$ cat src/rtl/cadr_pkg.sv
// Shared definitions for the macroinstruction fetch path: LC geometry,
// fetch-buffer state encoding and the per-instruction LC step.
package cadr_pkg;

    localparam int LC_W        = 26;
    localparam int WORD_ADDR_W = LC_W - 2;

    typedef enum logic [1:0] {
        EMPTY   = 2'd0,
        FETCH   = 2'd1,
        VALID   = 2'd2,
        DISCARD = 2'd3
    } fetch_state_e;

    // Byte mode walks the LC one byte at a time, otherwise one halfword.
    function automatic logic [LC_W-1:0] lc_step(input logic byte_mode);
        return byte_mode ? LC_W'(1) : LC_W'(2);
    endfunction

endpackage

$ cat src/rtl/lc_fetch_seq_if.sv
// Instruction-word memory port between the fetch sequencer and memory.
interface lc_fetch_seq_if #(
    parameter int ADDR_W = cadr_pkg::WORD_ADDR_W
);
    // mem_req rises with a stable mem_addr and stays high until the single
    // mem_ack pulse; mem_rdata is valid only in the ack cycle, and mem_req
    // drops the cycle after ack, so at most one request is ever outstanding.
    logic              mem_req;
    logic [ADDR_W-1:0] mem_addr;
    logic              mem_ack;
    logic [31:0]       mem_rdata;

    modport master (output mem_req, output mem_addr, input mem_ack, input mem_rdata);
    modport slave  (input mem_req, input mem_addr, output mem_ack, output mem_rdata);

endinterface

$ cat src/rtl/lc_fetch_seq_lc_counter.sv
// Location counter register: load from ob or step by one instruction, and flag
// when the step leaves the currently addressed 32-bit word.
module lc_counter
    import cadr_pkg::*;
#(
    parameter int              LC_W     = cadr_pkg::LC_W,
    parameter logic [LC_W-1:0] RESET_LC = '0
) (
    input  logic            clk,
    input  logic            reset_n,
    input  logic            state_fetch,
    input  logic            destlc,
    input  logic            lcinc,
    input  logic            lc_byte_mode,
    input  logic [LC_W-1:0] load_val,
    output logic [LC_W-1:0] lc,
    output logic [LC_W-1:0] lc_next,
    output logic            word_cross
);

    // destlc has priority over lcinc; the adder wraps at 2^LC_W.
    always_comb begin
        lc_next = lc;
        if (state_fetch) begin
            if (destlc) begin
                lc_next = load_val;
            end else if (lcinc) begin
                lc_next = lc + LC_W'(lc_step(lc_byte_mode));
            end
        end
    end

    assign word_cross = (lc_next[LC_W-1:2] != lc[LC_W-1:2]);

    always_ff @(posedge clk) begin
        if (!reset_n) begin
            lc <= RESET_LC;
        end else begin
            lc <= lc_next;
        end
    end

endmodule

$ cat src/rtl/lc_fetch_seq.sv
// Fetch sequencer: owns the LC and a one-word instruction buffer, refills the
// buffer over the memory port and presents the halfword selected by lc[1].
module lc_fetch_seq
    import cadr_pkg::*;
#(
    parameter int              LC_W     = cadr_pkg::LC_W,
    parameter logic [LC_W-1:0] RESET_LC = '0
) (
    input  logic                 clk,
    input  logic                 reset_n,
    input  logic                 state_fetch,
    input  logic                 destlc,
    input  logic                 lcinc,
    input  logic                 lc_byte_mode,
    input  logic [31:0]          ob,
    input  logic                 insn_rd,
    output logic [LC_W-1:0]      lc,
    output logic                 needfetch,
    output logic [15:0]          insn,
    output logic                 insn_valid,
    output logic                 insn_stall,
    lc_fetch_seq_if.master       mem,
    output fetch_state_e         state_dbg
);

    fetch_state_e      state;
    logic [LC_W-1:0]   lc_next;
    logic              word_cross;
    logic              lc_inval;
    logic              mem_req_q;
    logic [LC_W-3:0]   mem_addr_q;
    logic [31:0]       buf_q;
    logic              unused_ob_hi;

    assign unused_ob_hi = ^ob[31:LC_W];

    lc_counter #(
        .LC_W     (LC_W),
        .RESET_LC (RESET_LC)
    ) u_lc_counter (
        .clk          (clk),
        .reset_n      (reset_n),
        .state_fetch  (state_fetch),
        .destlc       (destlc),
        .lcinc        (lcinc),
        .lc_byte_mode (lc_byte_mode),
        .load_val     (ob[LC_W-1:0]),
        .lc           (lc),
        .lc_next      (lc_next),
        .word_cross   (word_cross)
    );

    // A load always invalidates; a step invalidates only when it crosses a word.
    assign lc_inval = (state_fetch & destlc) | word_cross;

    always_ff @(posedge clk) begin
        if (!reset_n) begin
            state      <= EMPTY;
            mem_req_q  <= 1'b0;
            mem_addr_q <= '0;
            buf_q      <= '0;
            insn_valid <= 1'b0;
            needfetch  <= 1'b1;
        end else begin
            case (state)
                EMPTY: begin
                    // Address follows any LC update landing in this same cycle.
                    state      <= FETCH;
                    mem_req_q  <= 1'b1;
                    mem_addr_q <= lc_next[LC_W-1:2];
                end
                FETCH: begin
                    if (mem.mem_ack) begin
                        mem_req_q <= 1'b0;
                        if (lc_inval) begin
                            state <= EMPTY;
                        end else begin
                            buf_q      <= mem.mem_rdata;
                            state      <= VALID;
                            insn_valid <= 1'b1;
                            needfetch  <= 1'b0;
                        end
                    end else if (lc_inval) begin
                        state <= DISCARD;
                    end
                end
                VALID: begin
                    if (lc_inval) begin
                        state      <= EMPTY;
                        insn_valid <= 1'b0;
                        needfetch  <= 1'b1;
                    end
                end
                DISCARD: begin
                    // The stale request cannot be withdrawn; absorb its ack.
                    if (mem.mem_ack) begin
                        mem_req_q <= 1'b0;
                        state     <= EMPTY;
                    end
                end
                default: begin
                    state <= EMPTY;
                end
            endcase
        end
    end

    assign mem.mem_req  = mem_req_q;
    assign mem.mem_addr = mem_addr_q;
    assign insn         = lc[1] ? buf_q[31:16] : buf_q[15:0];
    assign insn_stall   = insn_rd & ~insn_valid;
    assign state_dbg    = state;

endmodule

$ cat src/flat_wrapper.sv
// flat-port wrapper written by rule: the top's interface ports become plain ports
module lc_fetch_seq_flat import cadr_pkg::*;
#(
    parameter int              LC_W     = cadr_pkg::LC_W,
    parameter logic [LC_W-1:0] RESET_LC = '0
)
  (clk, reset_n, state_fetch, destlc, lcinc, lc_byte_mode, ob, insn_rd, lc, needfetch, insn, insn_valid, insn_stall, state_dbg, mem_mem_req, mem_mem_addr, mem_mem_ack, mem_mem_rdata);
  lc_fetch_seq_if #(.ADDR_W(24)) mem_i ();
  input  logic clk;
  input  logic reset_n;
  input  logic state_fetch;
  input  logic destlc;
  input  logic lcinc;
  input  logic lc_byte_mode;
  input  logic [31:0] ob;
  input  logic insn_rd;
  output logic [LC_W-1:0] lc;
  output logic needfetch;
  output logic [15:0] insn;
  output logic insn_valid;
  output logic insn_stall;
  output fetch_state_e state_dbg;
  output wire logic [$bits(mem_i.mem_req)-1:0] mem_mem_req;
  output wire logic [$bits(mem_i.mem_addr)-1:0] mem_mem_addr;
  input wire logic [$bits(mem_i.mem_ack)-1:0] mem_mem_ack;
  input wire logic [$bits(mem_i.mem_rdata)-1:0] mem_mem_rdata;
  assign mem_mem_req = mem_i.mem_req;
  assign mem_mem_addr = mem_i.mem_addr;
  assign mem_i.mem_ack = mem_mem_ack;
  assign mem_i.mem_rdata = mem_mem_rdata;
  lc_fetch_seq #(.LC_W(LC_W), .RESET_LC(RESET_LC)) u_core (.clk(clk), .reset_n(reset_n), .state_fetch(state_fetch), .destlc(destlc), .lcinc(lcinc), .lc_byte_mode(lc_byte_mode), .ob(ob), .insn_rd(insn_rd), .lc(lc), .needfetch(needfetch), .insn(insn), .insn_valid(insn_valid), .insn_stall(insn_stall), .mem(mem_i), .state_dbg(state_dbg));
endmodule
$ cat config.mk
export PLATFORM = sky130hd
export DESIGN_NAME = lc_fetch_seq_flat
export DESIGN_NICKNAME = d
export VERILOG_FILES = /design/src/rtl/cadr_pkg.sv /design/src/rtl/lc_fetch_seq_if.sv /design/src/rtl/lc_fetch_seq_lc_counter.sv /design/src/rtl/lc_fetch_seq.sv /design/src/flat_wrapper.sv
export SDC_FILE = /design/constraint.sdc
export NUM_CORES = 1
export LEC_CHECK = 0
export CORE_MARGIN = 5
export CORE_UTILIZATION = 45
export CTS_CLUSTER_SIZE = 14
export DETAILED_ROUTE_END_ITERATION = 10
export DONT_BUFFER_PORTS = 1
export PLACE_DENSITY = 0.65
export SLEW_MARGIN = 10
export SYNTH_ARGS = -nofsm -noshare
export SYNTH_HDL_FRONTEND = slang
export SYNTH_SLANG_ARGS = --single-unit
$ cat constraint.sdc
create_clock -name clk -period 4.1 [get_ports clk]
set_input_delay 1.23 -clock clk [delete_from_list [all_inputs] [get_ports clk]]
set_output_delay 1.23 -clock clk [all_outputs]
set_load 0.02 [all_outputs]
# --- Word level (Yosys, flattened, before mapping) ---
# Cells that the tools add are included.
word_totals:
  memories: 0
  romBits: 0
  inputBits: 72
  output_inout_bits: 72
  ff_bits: 87
  latchBits: 0
  mem_bits_rw: 0
op_classes:
  order_cmp: 0
  n_reduce_logical: 10
  n_div: 0
  n_shift: 0
  muxes: 21
  mul: 0
  bitwise: 5
  n_addsub: 1
  n_eq_ne: 10
ops:
  columns: ["cell", "n"]
  rows:
  - ["$mux 26", 3]
  - ["$add 26x26->26", 1]
  - ["$ne 24x24->1", 1]
  - ["$mux 16", 1]
  - ["$mux 2", 6]
  - ["$pmux 2 s4", 1]
  - ["$mux 1", 7]
  - ["$ne 2x2->1 const B", 3]
  - ["$pmux 1 s2", 3]
  - ["$reduce_and 3->1", 2]
  - ["$reduce_bool 2->1", 3]
  - ["$eq 2x2->1 const B", 2]
  - ["$ne 2x1->1 const B", 2]
  - ["$reduce_and 2->1", 2]
  - ["$reduce_and 4->1", 1]
  - ["$ne 3x2->1 const B", 1]
  - ["$and 1x1->1", 2]
  - ["$eq 2x1->1 const B", 1]
  - ["$logic_not 2->1", 1]
  - ["$not 1->1", 2]
  - ["$reduce_or 2->1", 1]
  - ["$or 1x1->1", 1]

# --- Longest topological paths before layout ---
# Gate-level depths: netlist of run 1.
logic_depth:
  word_depth: 10
  ltp_mapped: 10
  mapped_depth_nobuf: 8

# --- By module ---
# Synthesis of run 1 repeated with hierarchy kept, for this count alone.
unflattened:
  hier_cells: 598
  hier_area_um2: 4838.4
modules_own_cells:
  columns: ["mod", "seq_area_each_um2", "area_each_um2", "cells_each", "instances"]
  rows:
  - ["lc_fetch_seq", 1221.2, 2610.0, 285, 1]
  - ["lc_counter", 520.5, 2228.4, 313, 1]

# --- Worst setup path after synthesis of run 1 ---
# OpenSTA, ideal clock, no wires.
synth_timing:
  kind: "input to register"
  start: "input port lc_byte_mode"
  end: "register u_core.buf_q[10]"
  setup_ns: 0.074
  t_required_ns: 4.026
  path_stages: 10
  arrival_ns: 3.219
  setup_slack_ns: 0.807
  cell_sequence: "ha_1 fa_1 a21oi_1 nor2_1 o31a_1 nor3_1 buf_2 buf_2 nand3_1 o21ai_0"
synth_via:
  elab_chain_cells: 9
synth_lines:
  columns: ["item", "line", "rtl"]
  rows:
  - ["start: declaration", "flat_wrapper.sv:14", "input logic lc_byte_mode;"]
  - ["$mux 2", "cadr_pkg.sv:17", "return byte_mode ? LC_W'(1) : LC_W'(2);"]
  - ["$add 26x26->26", "lc_fetch_seq_lc_counter.sv:28", "lc_next = lc + LC_W'(lc_step(lc_byte_mode));"]
  - ["$mux 26", "lc_fetch_seq_lc_counter.sv:27", "end else if (lcinc) begin"]
  - ["$mux 26", "lc_fetch_seq_lc_counter.sv:25", "if (destlc) begin"]
  - ["$mux 26", "lc_fetch_seq_lc_counter.sv:24", "if (state_fetch) begin"]
  - ["$ne 24x24->1", "lc_fetch_seq_lc_counter.sv:33", "assign word_cross = (lc_next[LC_W-1:2] != lc[LC_W-1:2]);"]
  - ["$or 1x1->1", "lc_fetch_seq.sv:54", "assign lc_inval = (state_fetch & destlc) | word_cross;"]
  - ["$not 1->1 (no line)", null, null]
  - ["$reduce_and 3->1 (no line)", null, null]
  - ["end signal: assignment", "lc_fetch_seq.sv:78", "buf_q <= mem.mem_rdata;"]
  - ["end: declaration", "lc_fetch_seq.sv:32", "logic [31:0] buf_q;"]
# No other way between the ends. The select of a mux whose other input is x is not followed.
# A chain may end at the register's enable or synchronous reset.

# --- Worst setup path in the final report of run 1 ---
layout_timing:
  start: "input port lc_byte_mode"
  end: "register u_core.u_lc_counter.lc[24]"
layout_via:
  elab_chain_cells: 5
layout_lines:
  columns: ["item", "line", "rtl"]
  rows:
  - ["$mux 2", "cadr_pkg.sv:17", null]
  - ["$add 26x26->26", "lc_fetch_seq_lc_counter.sv:28", null]
  - ["$mux 26", "lc_fetch_seq_lc_counter.sv:27", null]
  - ["$mux 26", "lc_fetch_seq_lc_counter.sv:25", null]
  - ["$mux 26", "lc_fetch_seq_lc_counter.sv:24", null]
  - ["end signal: assignment", "lc_fetch_seq_lc_counter.sv:39", "lc <= lc_next;"]
  - ["end: declaration", "lc_fetch_seq_lc_counter.sv:16", "output logic [LC_W-1:0] lc,"]
# No other way between the ends. The select of a mux whose other input is x is not followed.

==> impl_metrics.env, run 1 <==
export IMPL_worstPathMaxFanout=8
export IMPL_post_cts_resized_instances=0
export IMPL_clk_latency_ns=0.35
export IMPL_worst_slew_pin_transition_ns=0.867
export IMPL_crit_type="in2reg"
export IMPL_ctsLongestPathBuffers=2
export IMPL_hold_violations=0
export IMPL_dieWidth_um=106
export IMPL_drc=0
export IMPL_final_setup_tns_ns=0
export IMPL_grt_max_degree=96
export IMPL_dr_pass1_iters=6
export IMPL_grt_use_total_pct=19.6
export IMPL_fin_crit_ns=3.04
export IMPL_via_count=3740
export IMPL_hold_class="reg2reg"
export IMPL_cts_tree="done"
export IMPL_avgViaCountPerCell=6.00
export IMPL_synth_area_leaders="dfxtp_1 42%, o21ai_0 7.5%, nand2_1 6.8%"
export IMPL_cp_data_required_time_ns=4.34
export IMPL_drive_gt1_share_pct=10.2
export IMPL_clk_pin_slew_ns=0.09
export IMPL_hold_buffers=0
export IMPL_cp_end_kind="flop"
export IMPL_ys_seq_elements=87
export IMPL_start_util_pct=45.6
export IMPL_cap_violations=0
export IMPL_grt_pass1_wl_um=17900
export IMPL_die_h_um=106
export IMPL_synth_nets=601
export IMPL_rows=35
export IMPL_io_pins=144
export IMPL_clkSinkCount=87
export IMPL_grt_antenna_before_repair=1
export IMPL_yosysUniqueCellTypes=48
export IMPL_cts_made_buffers=9
export IMPL_clock_fmax_mhz=329
export IMPL_vdd_drop_max_v=0.000236
export IMPL_area_growth_pct=6.38
export IMPL_wl_um=11400
export IMPL_grt_setup_unrepaired="no"
export IMPL_arrival_ns=3.28
export IMPL_hpwlAfterDp_um=8010
export IMPL_n_antenna_cell=0
export IMPL_static_leakage_power_nw=1.58
export IMPL_fin_crit_sh_pct=74.1
export IMPL_first_global_vias=3405
export IMPL_die_area_sq_mm=0.0113
export IMPL_drtIter0Drc=323
export IMPL_cts_root_buf="clkbuf_8"
export IMPL_finalSetupViolations=0
export IMPL_pwr_density_cell_mw_per_mm2=406
export IMPL_nNetsFinal=582
export IMPL_ant_nets=0
export IMPL_utilization_pct=48.5
export IMPL_ys_flop_type="dfxtp_1"
export IMPL_yosysTopAreaCell="dfxtp_1"
export IMPL_postSynthCellCount=526
export IMPL_final_area_sq_mm=0.00444
export IMPL_skew_ns=0.0132
export IMPL_cts_htree_levels=3
export IMPL_syn_area_per_cell_sq_um=7.94
export IMPL_gp_congestion=0.797
export IMPL_wl_per_cell_um=18.3
export IMPL_synth_seq_area_share_pct=41.7
export IMPL_postCtsSetupBuffers=0
export IMPL_startpoint_type="input port"
export IMPL_status="finished, final reports clean"
export IMPL_core_area_sq_mm=0.00915
export IMPL_dpl_cell_area_sq_mm=0.00424
export IMPL_synth_warning_count=0
export IMPL_async_reset_ff_share_pct=0
export IMPL_finalMaxSlewViolations=0
export IMPL_syn_cell_area_sq_mm=0.00418
export IMPL_port_buffers=0
export IMPL_synth_edff_count=0
export IMPL_overflow=0
export IMPL_synth_top_area_share_pct=41.7
export IMPL_slew_headroom_pct=42.1
[cells in the mapped netlist, drive strengths merged, types with 8 or more instances]
library cell,instances
nor2,37
and2,12
nand2,76
clkbuf,30
a21oi,36
o21ai,63
mux2,19
dfxtp,87
nor3,12
inv,9
nand3,42
a22o,10
a22oi,8
[worst paths after layout]
kind / slack (ns) / startpoint / cells after the start / to
worst max-delay path: 1.06 / lc_byte_mode / 8 / u_core.u_lc_counter.lc[24]
worst min-delay path: 0.46 / u_core.buf_q[18] / 2 / u_core.buf_q[18]
worst max register to register: 1.36 / u_core.u_lc_counter.lc[0] / 8 / u_core.u_lc_counter.lc[24]
worst min register to register: 0.46 / u_core.buf_q[18] / 2 / u_core.buf_q[18]
[layer usage]
layer,global-route usage (%),vias up,share of wire (%)
li1,-,1849,-
met1,25.8,1756,43
met2,29.8,125,46
met3,7.41,8,10
met4,5.92,2,0.82
met5,0,-,0.11
[through the flow]
stage	instances	power, W	hold WS (ns)	setup slack [ns]
2_1_floorplan	526	0.00118	0.432	0.807
3_3_place_gp	607	0.00121	0.442	0.716
3_5_place_dp	607	0.00122	0.448	0.692
4_1_cts	623	0.00182	0.461	1.07
5_1_grt	623	0.00190	0.476	0.927
6_report	623	0.00180	0.458	1.06
[power by group]
part	leakage [nW]	switching, W	internal, W
registers	0.712	0.000101	0.000899
logic	0.765	0.000117	0.0000784
clock network	0.103	0.000308	0.000299
total	1.58	0.000526	0.00128
[area by class of cell]
| cell class | count | area (sq um) |
|---|---|---|
| Tap cell | 111 | 139 |
| Multi-Input combinational cell | 392 | 2260 |
| Fill cell | 896 | 4710 |
| Clock inverter | 5 | 57.6 |
| Timing Repair Buffer | 7 | 65.1 |
| Inverter | 10 | 37.5 |
| Sequential cell | 87 | 1740 |
| Clock buffer | 11 | 141 |
[placed cells by master (no fill, tap or decap), drive strengths merged, types with 8 or more instances in the layout]
| master | Yosys | routed |
|---|---|---|
| dfxtp | 87 | 87 |
| o21ai | 63 | 63 |
| nor2 | 37 | 37 |
| mux2 | 19 | 19 |
| and2 | 12 | 12 |
| a22o | 10 | 10 |
| a22oi | 8 | 8 |
| clkbuf | 30 | 11 |
| nor3 | 12 | 12 |
| inv | 9 | 9 |
| nand2 | 76 | 76 |
| nand3 | 42 | 42 |
| a21oi | 36 | 36 |
[sequential cells by signal, summed over array words and instances (netlist names)]
register                cells
u_core.u_lc_counter.lc     26
u_core.mem.mem_req          1
u_core.insn_valid           1
u_core.state_dbg            2
u_core.buf_q               32
u_core.mem.mem_addr        24
u_core.needfetch            1
[cell families (layout without fill, tap and decap cells)]
logic type      count (synthesis)  in the layout  share of synthesized area (%)
buf+inv                        47             33                           4.34
compound gates                156            156                           22.9
mux                            21             21                           5.60
fa+ha+maj                       3              3                           1.08
flops                          87             87                           41.7
simple gates                  212            212                           24.4
[critical path: stages]
cell and delay (ns):
ha_1 0.18, fa_1 0.27, nand4_4 0.17, or4_4 0.56, or2_4 0.29, or3_1 0.32
a31oi_1 0.17, a21oi_1 0.08
(Power assumes the default switching activity.)
==> run 2: changes to the inputs <==
clock period = 3 ns   (was 4.1 ns; I/O delays follow)
==> run 2 against run 1 <==
  * Sequential share of layout area is 0.73 points lower
  * First-iteration DRC count down 24%
  * Worst hold slack hardly changed
  * Clock power increased by 47%
  * Final cell count grew 1.3%
  * Routed wire length decreased by 0.65%
  * Worst setup slack worse by 0.73 ns
==> impl_metrics.env, run 2 (synthesized netlist as in run 1, its figures left out) <==
export IMPL_finalSetupViolations=0
export IMPL_port_buffers=0
export IMPL_clkSinkCount=87
export IMPL_cts_made_buffers=9
export IMPL_wl_um=11300
export IMPL_io_pins=144
export IMPL_n_antenna_cell=0
export IMPL_hold_violations=0
export IMPL_combinationalPowerShare_pct=10.9
export IMPL_critical_path_buf_inv_count=0
export IMPL_pwr_share_clk_pct=35.3
export IMPL_rows=35
export IMPL_utilization_pct=49.5
export IMPL_cap_violations=0
export IMPL_cpLargestDelayFamily="simple AND/OR/NAND/NOR gates"
export IMPL_static_leakage_power_nw=1.62
export IMPL_startpoint_type="input port"
export IMPL_status="finished, final reports clean"
export IMPL_dr_pass1_iters=4
export IMPL_clk_pin_slew_ns=0.09
export IMPL_cp_end_kind="flop"
export IMPL_switching_share_pct=27.7
export IMPL_final_cell_mix="87 x dfxtp_1, 76 x nand2_1, 63 x o21ai_0"
export IMPL_area_growth_pct=8.39
export IMPL_skew_ns=0.0129
export IMPL_drive_gt1_share_pct=11.5
export IMPL_avgViaCountPerCell=6.00
export IMPL_post_cts_resized_instances=0
export IMPL_drc=0
export IMPL_crit_type="in2reg"
export IMPL_p_sw_w=0.000701
export IMPL_slew_headroom_pct=59.1
export IMPL_cts_root_buf="clkbuf_8"
export IMPL_grt_use_total_pct=19.5
export IMPL_p_int_w=0.00183
export IMPL_finalMaxSlewViolations=0
export IMPL_cp_data_required_time_ns=3.24
export IMPL_start_util_pct=45.6
export IMPL_wl_per_cell_um=18.0
export IMPL_grt_antenna_before_repair=1
export IMPL_gp_congestion=0.817
export IMPL_drtIter0Drc=246
export IMPL_multi_input_area_sq_mm=0.00226
export IMPL_grt_pass1_wl_um=17700
export IMPL_worst_slew_pin_transition_ns=0.612
export IMPL_cts_htree_levels=3
export IMPL_grt_max_degree=96
export IMPL_path_cells="ha_1 > fa_1 > nand4_4 > or4_4 > or2_4 > or3_1 > a31oi_1 > a21oi_1"
export IMPL_core_area_sq_mm=0.00915
export IMPL_hold_class="reg2reg"
export IMPL_dieWidth_um=106
export IMPL_hpwlAfterDp_um=8140
export IMPL_slowest_stage="or4_4"
export IMPL_postCtsSetupBuffers=0
export IMPL_fin_crit_ns=2.66
export IMPL_clk_latency_ns=0.34
export IMPL_die_area_sq_mm=0.0113
export IMPL_fin_crit_sh_pct=88.8
export IMPL_grt_use_met2_pct=30.3
export IMPL_first_global_vias=3509
export IMPL_met1_usage_pct=25.2
export IMPL_seqCellArea_sq_mm=0.00174
export IMPL_ctsLongestPathBuffers=2
export IMPL_grt_setup_unrepaired="no"
export IMPL_die_h_um=106
export IMPL_ant_nets=0
export IMPL_max_stage_delay_ns=0.52
export IMPL_arrival_ns=2.90
export IMPL_fillerInstances=898
export IMPL_nNetsFinal=590
export IMPL_seq_power_share_pct=53.8
export IMPL_total_power_w=0.00253
export IMPL_grt_busiest_layer="met2"
export IMPL_worstPathMaxFanout=5
export IMPL_vdd_drop_max_v=0.000272
export IMPL_top_register="u_core.buf_q"
export IMPL_via_count=3784
export IMPL_hold_buffers=0
export IMPL_dpl_cell_area_sq_mm=0.00430
export IMPL_largest_register_ffs=32
export IMPL_clock_fmax_mhz=375
export IMPL_final_area_sq_mm=0.00453
export IMPL_cts_tree="done"
export IMPL_pwr_density_cell_mw_per_mm2=560
export IMPL_overflow=0
export IMPL_final_common_cell="dfxtp_1"
export IMPL_gr_usage_met3_pct=6.86
export IMPL_final_setup_tns_ns=0
run 2: cell type report:
| cell class | count | area share [%] |
|---|---|---|
| Timing Repair Buffer | 15 | 2.76 |
| Inverter | 10 | 0.829 |
| Sequential cell | 87 | 38.5 |
| Clock buffer | 11 | 3.12 |
| Tap cell | 111 | 3.07 |
| Clock inverter | 5 | 1.80 |
| Multi-Input combinational cell | 392 | 49.9 |
run 2: metal layers:
metal  part of all wire [%]  routed length, um
met5                   0.16                 18
met1                     45               5090
met3                    7.8                889
met2                     46               5200
met4                    1.1                127
run 2: worst min-delay path, cell delays in order, from the launching register on:
cell and delay, ns:
dfxtp_1 0.32, nand2_1 0.05, o21ai_0 0.06
run 2: worst paths after layout:
path	start	endpoint	slack [ns]	cells past startpoint
max reg2reg	u_core.u_lc_counter.lc[0]	u_core.u_lc_counter.lc[24]	0.55	8
min reg2reg	u_core.buf_q[29]	u_core.buf_q[29]	0.46	2
max	lc_byte_mode	u_core.u_lc_counter.lc[24]	0.34	8
min	u_core.buf_q[29]	u_core.buf_q[29]	0.46	2
run 2: per-stage QoR:
stage	cells	hold WS, ns	setup WS [ns]
after floorplan	526	0.432	0.0366
after global placement	615	0.442	0.0299
after detailed placement	615	0.450	-0.0104
after CTS	631	0.463	0.362
after global routing	631	0.482	0.251
final	631	0.458	0.335
run 2: power groups by stage:
stage / Clock [W] / Combinational (W) / Sequential (W)
after detailed placement: 0 / 0.000278 / 0.00139
after floorplan: 0 / 0.000243 / 0.00137
after global placement: 0 / 0.000270 / 0.00139
after global routing: 0.000976 / 0.000311 / 0.00137
final: 0.000895 / 0.000276 / 0.00136
after CTS: 0.000925 / 0.000279 / 0.00136
